==> src/rtl/sdram_dma_pkg.sv <==
// Shared types and constants for the SDRAM burst DMA engine.
// The descriptor length field is 32 bits wide so it can carry any LEN_W up to 32.
package sdram_dma_pkg;

  localparam int ADDR_W     = 24;
  localparam int DATA_W     = 16;
  localparam int DESC_LEN_W = 32;

  typedef enum logic [2:0] {
    S_IDLE,
    S_RD_ISSUE,
    S_RD_WAIT,
    S_WR_FETCH,
    S_WR_ISSUE,
    S_WR_WAIT,
    S_DONE
  } dma_state_t;

  typedef struct packed {
    logic [ADDR_W-1:0]     addr;
    logic [DESC_LEN_W-1:0] len;
    logic                  rw;
  } dma_desc_t;

endpackage

==> src/rtl/dma_sync_fifo.sv <==
// Single-clock show-ahead FIFO: the head word is always visible on head.
// Push while full and pop while empty are ignored.
module dma_sync_fifo #(
  parameter int WIDTH = 16,
  parameter int DEPTH = 16
) (
  input  logic                       clk,
  input  logic                       rst_n,
  input  logic                       push,
  input  logic [WIDTH-1:0]           push_data,
  input  logic                       pop,
  output logic [WIDTH-1:0]           head,
  output logic                       full,
  output logic                       empty,
  output logic [$clog2(DEPTH):0]     count
);

  localparam int PTR_W = $clog2(DEPTH);
  localparam int CNT_W = PTR_W + 1;

  logic [WIDTH-1:0] mem [DEPTH];
  logic [PTR_W-1:0] wr_ptr;
  logic [PTR_W-1:0] rd_ptr;
  logic             do_push;
  logic             do_pop;

  assign full    = (count == CNT_W'(DEPTH));
  assign empty   = (count == '0);
  assign do_push = push & ~full;
  assign do_pop  = pop & ~empty;
  assign head    = mem[rd_ptr];

  // Storage is reset so the head word reads as zero straight out of reset.
  always_ff @(posedge clk or negedge rst_n) begin
    if (!rst_n) begin
      for (int i = 0; i < DEPTH; i++) mem[i] <= '0;
      wr_ptr <= '0;
      rd_ptr <= '0;
      count  <= '0;
    end else begin
      if (do_push) begin
        mem[wr_ptr] <= push_data;
        wr_ptr      <= wr_ptr + 1'b1;
      end
      if (do_pop) rd_ptr <= rd_ptr + 1'b1;
      case ({do_push, do_pop})
        2'b10:   count <= count + 1'b1;
        2'b01:   count <= count - 1'b1;
        default: count <= count;
      endcase
    end
  end

endmodule

==> src/rtl/sdram_dma_engine.sv <==
// Burst sequencer: splits a descriptor into single-word SDRAM controller requests,
// buffering read words in a show-ahead FIFO and fetching write words from a stream.
module sdram_dma_engine
  import sdram_dma_pkg::*;
#(
  parameter int FIFO_DEPTH = 16,
  parameter int LEN_W      = 16
) (
  input  logic              clk,
  input  logic              rst_n,
  input  logic              cmd_valid,
  output logic              cmd_ready,
  input  logic [ADDR_W-1:0] cmd_addr,
  input  logic [LEN_W-1:0]  cmd_len,
  input  logic              cmd_rw,
  output logic              rd_valid,
  input  logic              rd_ready,
  output logic [DATA_W-1:0] rd_data,
  input  logic              wr_valid,
  output logic              wr_ready,
  input  logic [DATA_W-1:0] wr_data,
  output logic              done,
  output logic              active,
  output logic [ADDR_W-1:0] mem_addr,
  output logic [DATA_W-1:0] mem_wdata,
  output logic              mem_rw,
  output logic              mem_start,
  input  logic [DATA_W-1:0] mem_rdata,
  input  logic              mem_busy,
  input  logic              mem_complete
);

  dma_state_t                  state;
  dma_state_t                  next_state;
  dma_desc_t                   desc;
  logic [LEN_W-1:0]            remaining;
  logic                        accept;
  logic                        wr_beat;
  logic                        word_done;
  logic                        last_word;
  logic                        fifo_push;
  logic                        fifo_full;
  logic                        fifo_empty;
  logic [$clog2(FIFO_DEPTH):0] unused_fifo_count;

  assign desc      = '{addr: cmd_addr, len: DESC_LEN_W'(cmd_len), rw: cmd_rw};
  assign accept    = cmd_valid & cmd_ready;
  assign wr_beat   = wr_valid & wr_ready;
  assign word_done = mem_complete & ((state == S_RD_WAIT) | (state == S_WR_WAIT));
  assign last_word = (remaining <= LEN_W'(1));
  assign done      = (state == S_DONE);
  assign active    = (state != S_IDLE);
  assign rd_valid  = ~fifo_empty;

  always_ff @(posedge clk or negedge rst_n) begin
    if (!rst_n) state <= S_IDLE;
    else        state <= next_state;
  end

  // A read is only issued when the FIFO has room, so every completion has a slot.
  always_comb begin
    next_state = state;
    cmd_ready  = 1'b0;
    wr_ready   = 1'b0;
    mem_start  = 1'b0;
    fifo_push  = 1'b0;
    case (state)
      S_IDLE: begin
        cmd_ready = 1'b1;
        if (cmd_valid) begin
          if (desc.len == '0) next_state = S_DONE;
          else if (desc.rw)   next_state = S_RD_ISSUE;
          else                next_state = S_WR_FETCH;
        end
      end
      S_RD_ISSUE: begin
        mem_start = ~mem_busy & ~fifo_full;
        if (mem_start) next_state = S_RD_WAIT;
      end
      S_RD_WAIT: begin
        if (mem_complete) begin
          fifo_push  = 1'b1;
          next_state = last_word ? S_DONE : S_RD_ISSUE;
        end
      end
      S_WR_FETCH: begin
        wr_ready = 1'b1;
        if (wr_valid) next_state = S_WR_ISSUE;
      end
      S_WR_ISSUE: begin
        mem_start = ~mem_busy;
        if (mem_start) next_state = S_WR_WAIT;
      end
      S_WR_WAIT: begin
        if (mem_complete) next_state = last_word ? S_DONE : S_WR_FETCH;
      end
      S_DONE:  next_state = S_IDLE;
      default: next_state = S_IDLE;
    endcase
  end

  // Request fields only move on accept, a write beat, or after a completion,
  // which keeps them stable for the whole start..complete window.
  always_ff @(posedge clk or negedge rst_n) begin
    if (!rst_n) begin
      mem_addr  <= '0;
      mem_rw    <= 1'b0;
      mem_wdata <= '0;
      remaining <= '0;
    end else begin
      if (accept) begin
        mem_addr  <= desc.addr;
        mem_rw    <= desc.rw;
        remaining <= desc.len[LEN_W-1:0];
      end
      if (wr_beat) mem_wdata <= wr_data;
      if (word_done) begin
        mem_addr <= mem_addr + 1'b1;
        if (remaining != '0) remaining <= remaining - 1'b1;
      end
    end
  end

  dma_sync_fifo #(
    .WIDTH (DATA_W),
    .DEPTH (FIFO_DEPTH)
  ) u_rd_fifo (
    .clk       (clk),
    .rst_n     (rst_n),
    .push      (fifo_push),
    .push_data (mem_rdata),
    .pop       (rd_valid & rd_ready),
    .head      (rd_data),
    .full      (fifo_full),
    .empty     (fifo_empty),
    .count     (unused_fifo_count)
  );

endmodule

==> config.mk <==
export PLATFORM = sky130hd
export DESIGN_NAME = sdram_dma_engine
export DESIGN_NICKNAME = d
export VERILOG_FILES = /design/src/rtl/sdram_dma_pkg.sv /design/src/rtl/dma_sync_fifo.sv /design/src/rtl/sdram_dma_engine.sv
export SDC_FILE = /design/constraint.sdc
export NUM_CORES = 1
export LEC_CHECK = 0
export ABC_AREA = 1
export BUFFER_PORTS_ARGS = -buffer_cell sky130_fd_sc_hd__buf_2
export CAP_MARGIN = 10
export CORE_MARGIN = 10
export CORE_UTILIZATION = 30
export CTS_CLUSTER_SIZE = 12
export DETAILED_ROUTE_END_ITERATION = 10
export SLEW_MARGIN = 40
export SYNTH_ARGS = -nofsm -noshare
export SYNTH_HDL_FRONTEND = slang
export SYNTH_SLANG_ARGS = --single-unit
==> constraint.sdc <==
create_clock -name clk -period 2.15 [get_ports clk]
set_input_delay 0.43 -clock clk [delete_from_list [all_inputs] [get_ports clk]]
set_output_delay 0.43 -clock clk [all_outputs]
set_load 0.02 [all_outputs]
==> summary.md, run 1 <==
| Metric | Value |
|---|---|
| Leak pwr | `between 9 and 10 nW` |
| IO Count | `around 140` |
| Uppermost layer routed | `met5` |
| Placer Congestion | `just under 0.9` |
| Top cell type's share of synthesized area | `51.0%` |
| Slowest Stage Delay on Critical Path | `around 0.50 ns` |
| Worst setup path class | `register to output port` |
| Post-route setup slack | `-0.506 ns` |
| RSZ-0062 raised after global routing | `yes` |
| Synthesis warning total | `0` |
| CTS Sinks | `approximately 330` |
| Initial Util | `a little under a third` |
| Hold/Removal Path Class | `input port to register` |
| Slew headroom | `62.3%` |
| Met1 WL | `roughly 22000 um` |
| Pins Over Slew Limit | `0` |
| Synthesized net count | `2069` |
| Top cell by count, worst path | `o21ai_1` |
| Async S/R FF share, synth | `100%` |
| Violated checks | `setup timing` |
| Synth Area in XOR/XNOR | `roughly 1.5%` |
| Buffers plus inverters on the worst setup path | `3` |
| Max FO, Critical Path | `20` |
| Via density | `approximately 5.0` |
| Tightest Pin Transition | `approximately 0.56 ns` |
| Area share of fa/ha/maj cells after synthesis | `1.13%` |
| Final Hold Viols | `0` |
| Netlist cell types | `38` |
| Die area | `63500 um^2` |
| Share of cells above drive strength 1 | `approximately a fifth` |
| Arrival time at the worst endpoint | `2.23 ns` |
| DRC | `0` |
| WP data required | `1.72 ns` |
| PD cells | `1550 nW/um^2` |
| Post-synth top area cell | `dfrtp_1` |
| Die Span Y | `between 200 and 300 um` |
| Fin crit share | `124%` |
| DRT antenna net count | `0` |
| Synth top cells by count | `nand2_1, dfrtp_1, nor2_1, o21ai_0, o21ai_1` |
| Routed len/inst | `between 15 and 20 um` |
| Critical Path End Type | `output port` |
| Fin Setup TNS | `-7.43 ns` |
| Count leader, synth | `nand2_1` |
| Tot Pwr | `0.0310 W` |
| Non-Filler Instances | `between 2k and 3k` |
| Max-Cap Viols | `0` |
| Post-synthesis register bit count | `about 330` |
| Final nets | `~2.2k` |
| Clock Pin Slew Worst Setup and Hold Paths | `roughly 0.060 ns` |
| Post-Synth Simple-Gate Area | `21.9%` |
| Clock skew | `approximately 0.012 ns` |
| Core area | `53000 um^2` |
| CTS buffer count | `38` |
| CTS tree | `yes` |
| Later-pin clock latency in the skew report | `0.56 ns` |
| Vias in the first global route | `14.1k` |
| Area growth, synth to finish | `23.9%` |
| Peak supply drop | `slightly below 1000 uV` |
| Router iterations before antenna repair | `5` |
| Initial antenna violation count | `4` |
| Post-synth top flop | `dfrtp_1` |
| Synth top area cells | `dfrtp_1, nand2_1, o21ai_0` |
| Total Wirelength | `~51000 um` |
| Tot GR Track Use | `about 16%` |
| Placed insts | `approximately 2.8k` |
| Largest family of logic cells by synthesized area | `simple AND/OR/NAND/NOR gates` |
| Seq/Total Area, Yosys | `51.0%` |
| Buffers from clock root to sink, at most | `3` |
| Number of enable flip-flop cells after synthesis | `0` |
| Pre-CTS WS | `between 0.03 and 0.04 ns` |
| Final setup fails | `18` |
| Metal3 WL | `around 3800 um` |
| DP HPWL | `about 32000 um` |
| Critical path's slowest cell | `dfrtp_4` |
| Mux contribution to synthesized area | `1.12%` |
| Largest net degree at the start of global routing | `73` |
| Synthesized area per cell | `around 8 um^2` |
| Netlist Area Pre-Place | `roughly 16000 um^2` |
| Row count | `84` |
| Vias after detailed routing | `~14k` |
| Cell Chain, Critical Path | `clkinv_8 > buf_12 > nor2_4 > nor2_1 > o21ai_1 > o21ai_1 > o211ai_1 > nand2_2 > buf_6` |
| Metal2 WL | `approximately 24000 um` |
| Drt first-iter violations | `1263` |
| CP Launch Type | `register` |
| First-pass GRT wire length | `between 70000 and 80000 um` |
| Global route total overflow | `0` |
| Die width | `252 um` |
| Root Driver | `clkbuf_16` |
| Tmin final | `2.66 ns` |
| CP delay by family, top | `flip-flops` |
| # port buffers | `142` |
| H-Tree Depth | `2` |
| Compound-Gate Fraction of Synth Area | `between 15 and 20%` |
| Cells after Synth | `1975` |
| Outcome | `complete, but fails checks` |
| FMAX | `roughly 0.38 GHz` |
state kept, by name, indices dropped and copies added (netlist names):
signal / count
u_rd_fifo.count: 5
mem_addr: 24
u_rd_fifo.wr_ptr: 4
state: 3
remaining: 16
u_rd_fifo.rd_ptr: 4
mem_rw: 1
u_rd_fifo.mem: 256
mem_wdata: 16
cell families after synthesis:
kind of cell	after synthesis
multiplexers	16
buffers and inverters	209
XOR/XNOR	27
AO/OA/AOI/OAI	530
adder cells (fa/ha/maj)	14
AND/OR/NAND/NOR	850
flip-flops	329
power by group:
part	leakage (nW)	switching (W)	internal (W)
Clock	0.602	0.00275	0.00370
Sequential	4.35	0.00173	0.00852
Combinational	4.24	0.00842	0.00587
Total	9.20	0.0129	0.0181
worst reg2reg max path, cell delays in order (launching register included):
cell	delay (ns)
dfrtp_1	0.39
nor2_2	0.13
buf_4	0.11
nand4_1	0.12
nand2_2	0.11
inv_2	0.05
ha_4	0.17
fa_2	0.35
a21oi_2	0.16
o21bai_2	0.09
buf_4	0.14
o211ai_1	0.17
nand2_1	0.07
per-layer routing:
metal / vias to the layer above / track usage [%]
li1: 6880 / -
met1: 6945 / 19.2
met2: 470 / 26.2
met3: 81 / 4.06
met4: 2 / 4.28
met5: - / 0
stage by stage:
stage / util (%) / cell area (um^2) / hold slack [ns]
global route: 37.8 / 20000 / 0.0827
finish: 37.8 / 20000 / 0.0857
floorplan: - / 16200 / 0.134
detailed placement: 34.0 / 18000 / 0.422
CTS: 36.7 / 19400 / 0.0589
global placement: 34.0 / 18000 / 0.419
timing repair:
item	CTS	global route
gates resized for setup	43	115
hold endpoints to repair	46	0
gates cloned	2	8
buffers inserted	4	17
endpoints found under the setup margin	17	83
hold buffers	1	0
pin swaps	8	33
cells in the final DEF, fill, tap and decap left out, types with 13 or more instances in the layout:
cell type / instances
nand2_1: 464
o21ai_0: 198
clkbuf_16: 44
o21ai_1: 246
nor2_4: 13
buf_12: 23
nor2_1: 237
nand2_2: 18
buf_2: 123
buf_4: 64
inv_1: 63
buf_6: 29
dfrtp_1: 326
o211ai_1: 67
nand3_1: 61
mux2_2: 16
xor2_1: 20
nor2_2: 21
final timing paths:
path / cells past startpoint / start / slack (ns) / to
worst max-delay path: 9 / u_rd_fifo.rd_ptr[0] / -0.51 / rd_data[14]
worst min-delay path: 3 / cmd_addr[9] / 0.09 / mem_addr[9]
worst max register to register: 12 / u_rd_fifo.count[0] / -0.04 / u_rd_fifo.count[4]
worst min register to register: 2 / u_rd_fifo.mem[122] / 0.48 / u_rd_fifo.mem[122]
max in group asynchronous: 3 / rst_n / 0.97 / u_rd_fifo.mem[205]
min in group asynchronous: 2 / rst_n / 0.41 / u_rd_fifo.mem[40]
final cells by class:
| type | instances | area (um^2) |
|---|---|---|
| fill | 5436 | 33000 |
| sequential | 329 | 8240 |
| multi-input combinational | 1437 | 7180 |
| timing repair buffer | 252 | 2200 |
| clock buffer | 56 | 1100 |
| tap | 688 | 861 |
| inverter | 78 | 308 |
| clock inverter | 11 | 128 |
| antenna | 2 | 5.00 |
(Power assumes the default switching activity.)
==> run 2, diff against run 1 <==
CTS_BUF_LIST = sky130_fd_sc_hd__clkbuf_8   (was unset)
==> run 2 against run 1 <==
Effect of this change: the run still ends with setup timing left; die area did not move; wire length rose by 1.5%; sequential cell count unchanged; largest power group unchanged; clock-buffer cell count grew 13; first-iteration DRC count down 3.6%; highest routed layer is now met4.
==> summary.md, run 2 (same netlist as run 1, synthesis figures left out) <==
| Metric | Value |
|---|---|
| Outcome | `complete, but fails checks` |
| Final setup fails | `18 (unchanged)` |
| Vias after detailed routing | `14.5k (+1.1%)` |
| Root Driver | `clkbuf_8` |
| Max reg flops | `256 (unchanged)` |
| CTS tree | `yes` |
| Routed len/inst | `17.8 um (-0.73%)` |
| IO Count | `143 (unchanged)` |
| Router iterations before antenna repair | `6 (+1)` |
| Fin crit share | `133% (+9.6 points)` |
| Leak pwr | `9.43 nW (+2.5%)` |
| Combinational power share | `48.0% (+1.9 points)` |
| Tmin final | `2.86 ns (+0.207 ns)` |
| # port buffers | `142 (unchanged)` |
| Violated checks | `setup timing` |
| Vias in the first global route | `14.4k (+2.2%)` |
| Tightest Pin Transition | `0.550 ns (-0.0146 ns)` |
| Buffers from clock root to sink, at most | `3 (unchanged)` |
| Die Span Y | `252 um (unchanged)` |
| Global route total overflow | `0 (unchanged)` |
| PD cells | `1510 nW/um^2 (-2.3%)` |
| Most common cell after layout, fill and taps aside | `nand2_1` |
| Core area | `53000 um^2 (unchanged)` |
| Later-pin clock latency in the skew report | `0.67 ns (+0.11 ns)` |
| Sequential Power Share | `33.3% (+0.2 points)` |
| First-pass GRT wire length | `80400 um (+0.74%)` |
| Initial Util | `30.5% (unchanged)` |
| Die width | `252 um (unchanged)` |
| WP data required | `1.72 ns (about the same)` |
| DP HPWL | `31900 um (unchanged)` |
| Arrival time at the worst endpoint | `2.43 ns (+0.20 ns)` |
| Sw Ratio | `42.4% (+0.74 points)` |
| Total Wirelength | `51800 um (+1.5%)` |
| Post-route setup slack | `-0.713 ns (-0.207 ns)` |
| Initial antenna violation count | `3 (-1)` |
| CP Launch Type | `register` |
| Most frequent cells in the layout | `nand2_1, dfrtp_1, o21ai_1` |
| Clock skew | `0.0508 ns (+0.0385 ns)` |
| Worst setup path class | `register to output port` |
| Placer Congestion | `0.864 (unchanged)` |
| Hold/Removal Path Class | `input port to register` |
| Drt first-iter violations | `1217 (-3.6%)` |
| Max FO, Critical Path | `7 (-65%)` |
| Row count | `84 (unchanged)` |
| Max-Cap Viols | `0 (unchanged)` |
| Fin Setup TNS | `-9.85 ns (-2.43 ns)` |
| H-Tree Depth | `2 (unchanged)` |
| Largest Register | `u_rd_fifo.mem` |
| Final hold slack | `0.0556 ns (-0.0301 ns)` |
| Clock Pin Slew Worst Setup and Hold Paths | `0.07 ns (about the same)` |
| CTS buffer count | `59 (+55%)` |
| Largest registers | `u_rd_fifo.mem x256, mem_addr x24` |
| NetSw | `0.0130 W (+1.1%)` |
| RSZ-0062 raised after global routing | `yes` |
| Tot GR Track Use | `15.6% (+0.039 points)` |
| DRC | `0 (unchanged)` |
| Pint | `0.0177 W (-1.9%)` |
| Clock power frac | `18.7% (-2.1 points)` |
| Die area | `63500 um^2 (unchanged)` |
| Via density | `4.98 (-1.2%)` |
| Largest net degree at the start of global routing | `73 (unchanged)` |
| Fillcell total | `5373 (-1.2%)` |
| Area of the multi-input gates | `7240 um^2 (+0.77%)` |
| Tot Pwr | `0.0308 W (-0.65%)` |
| Share of cells above drive strength 1 | `20.6% (+1.4 points)` |
| Final core utilization | `38.4% (+0.65 points)` |
| Reg area | `8240 um^2 (unchanged)` |
| Peak supply drop | `814 uV (-16%)` |
| DRT antenna net count | `0 (unchanged)` |
| FMAX | `0.349 GHz (-7.2%)` |
| Slew headroom | `63.3% (+0.98 points)` |
| Critical Path End Type | `output port` |
| Final nets | `2282 (+2.3%)` |
| Final Hold Viols | `0 (unchanged)` |
| Area growth, synth to finish | `26.0%` |
| CTS Sinks | `329 (unchanged)` |
| Pins Over Slew Limit | `0 (unchanged)` |
## run 2: final cells by class
cell class                 instances  share of cell area, %
antenna                            2                 0.0246
clock buffer                      69                   4.66
clock inverter                    32                  0.915
inverter                          78                   1.51
multi-input combinational       1437                   35.5
sequential                       329                   40.5
tap                              688                   4.23
timing repair buffer             283                   12.7
## run 2: per-stage QoR
step / worst slack [ns] / cells / instance area [um^2]
after floorplan: -0.144 / 1975 / 16200
after global placement: 0.0526 / 2753 / 18000
after detailed placement: 0.0394 / 2753 / 18000
after CTS: -0.660 / 2886 / 19600
after global routing: -0.774 / 2916 / 20400
final: -0.713 / 2918 / 20400
## run 2: metal layers
layer	up-vias	track usage (%)	share of wire, %
met5	-	0	0
met4	0	4.57	2.5
met3	92	3.96	7.1
met2	469	26.4	48
met1	6978	19.2	42
li1	6991	-	-
## run 2: what timing repair did
action                                  in CTS  in global routing
pin swaps                                    5                 59
buffers inserted                             5                 24
cloned                                       1                 10
hold buffers                                26                  0
hold endpoints to repair                    71                  0
endpoints found under the setup margin      19                175
gates resized for setup                     40                173
## run 2: power groups by stage
stage               Clock (W)  Sequential, W  Combinational (W)
global route          0.00622         0.0105             0.0164
floorplan                   0         0.0102            0.00788
global placement            0         0.0101             0.0121
CTS                   0.00592         0.0101             0.0128
detailed placement          0         0.0102             0.0123
finish                0.00576         0.0102             0.0148
## run 2: final timing paths
path,slack (ns),to,cells past startpoint,start
max reg2reg,-0.13,u_rd_fifo.count[4],12,u_rd_fifo.count[3]
max in group asynchronous,1.04,u_rd_fifo.mem[236],3,rst_n
min in group asynchronous,0.31,u_rd_fifo.mem[40],2,rst_n
max,-0.71,rd_data[14],8,u_rd_fifo.rd_ptr[0]
min reg2reg,0.48,mem_rw,2,mem_rw
min,0.06,mem_addr[6],3,cmd_addr[6]
## run 2: critical path: stages, from the launching register on
cell,delay (ns)
dfrtp_4,0.52
buf_6,0.15
buf_6,0.13
clkbuf_16,0.16
o21ai_2,0.11
o21ai_1,0.08
o211ai_1,0.31
nand2_2,0.15
buf_6,0.16
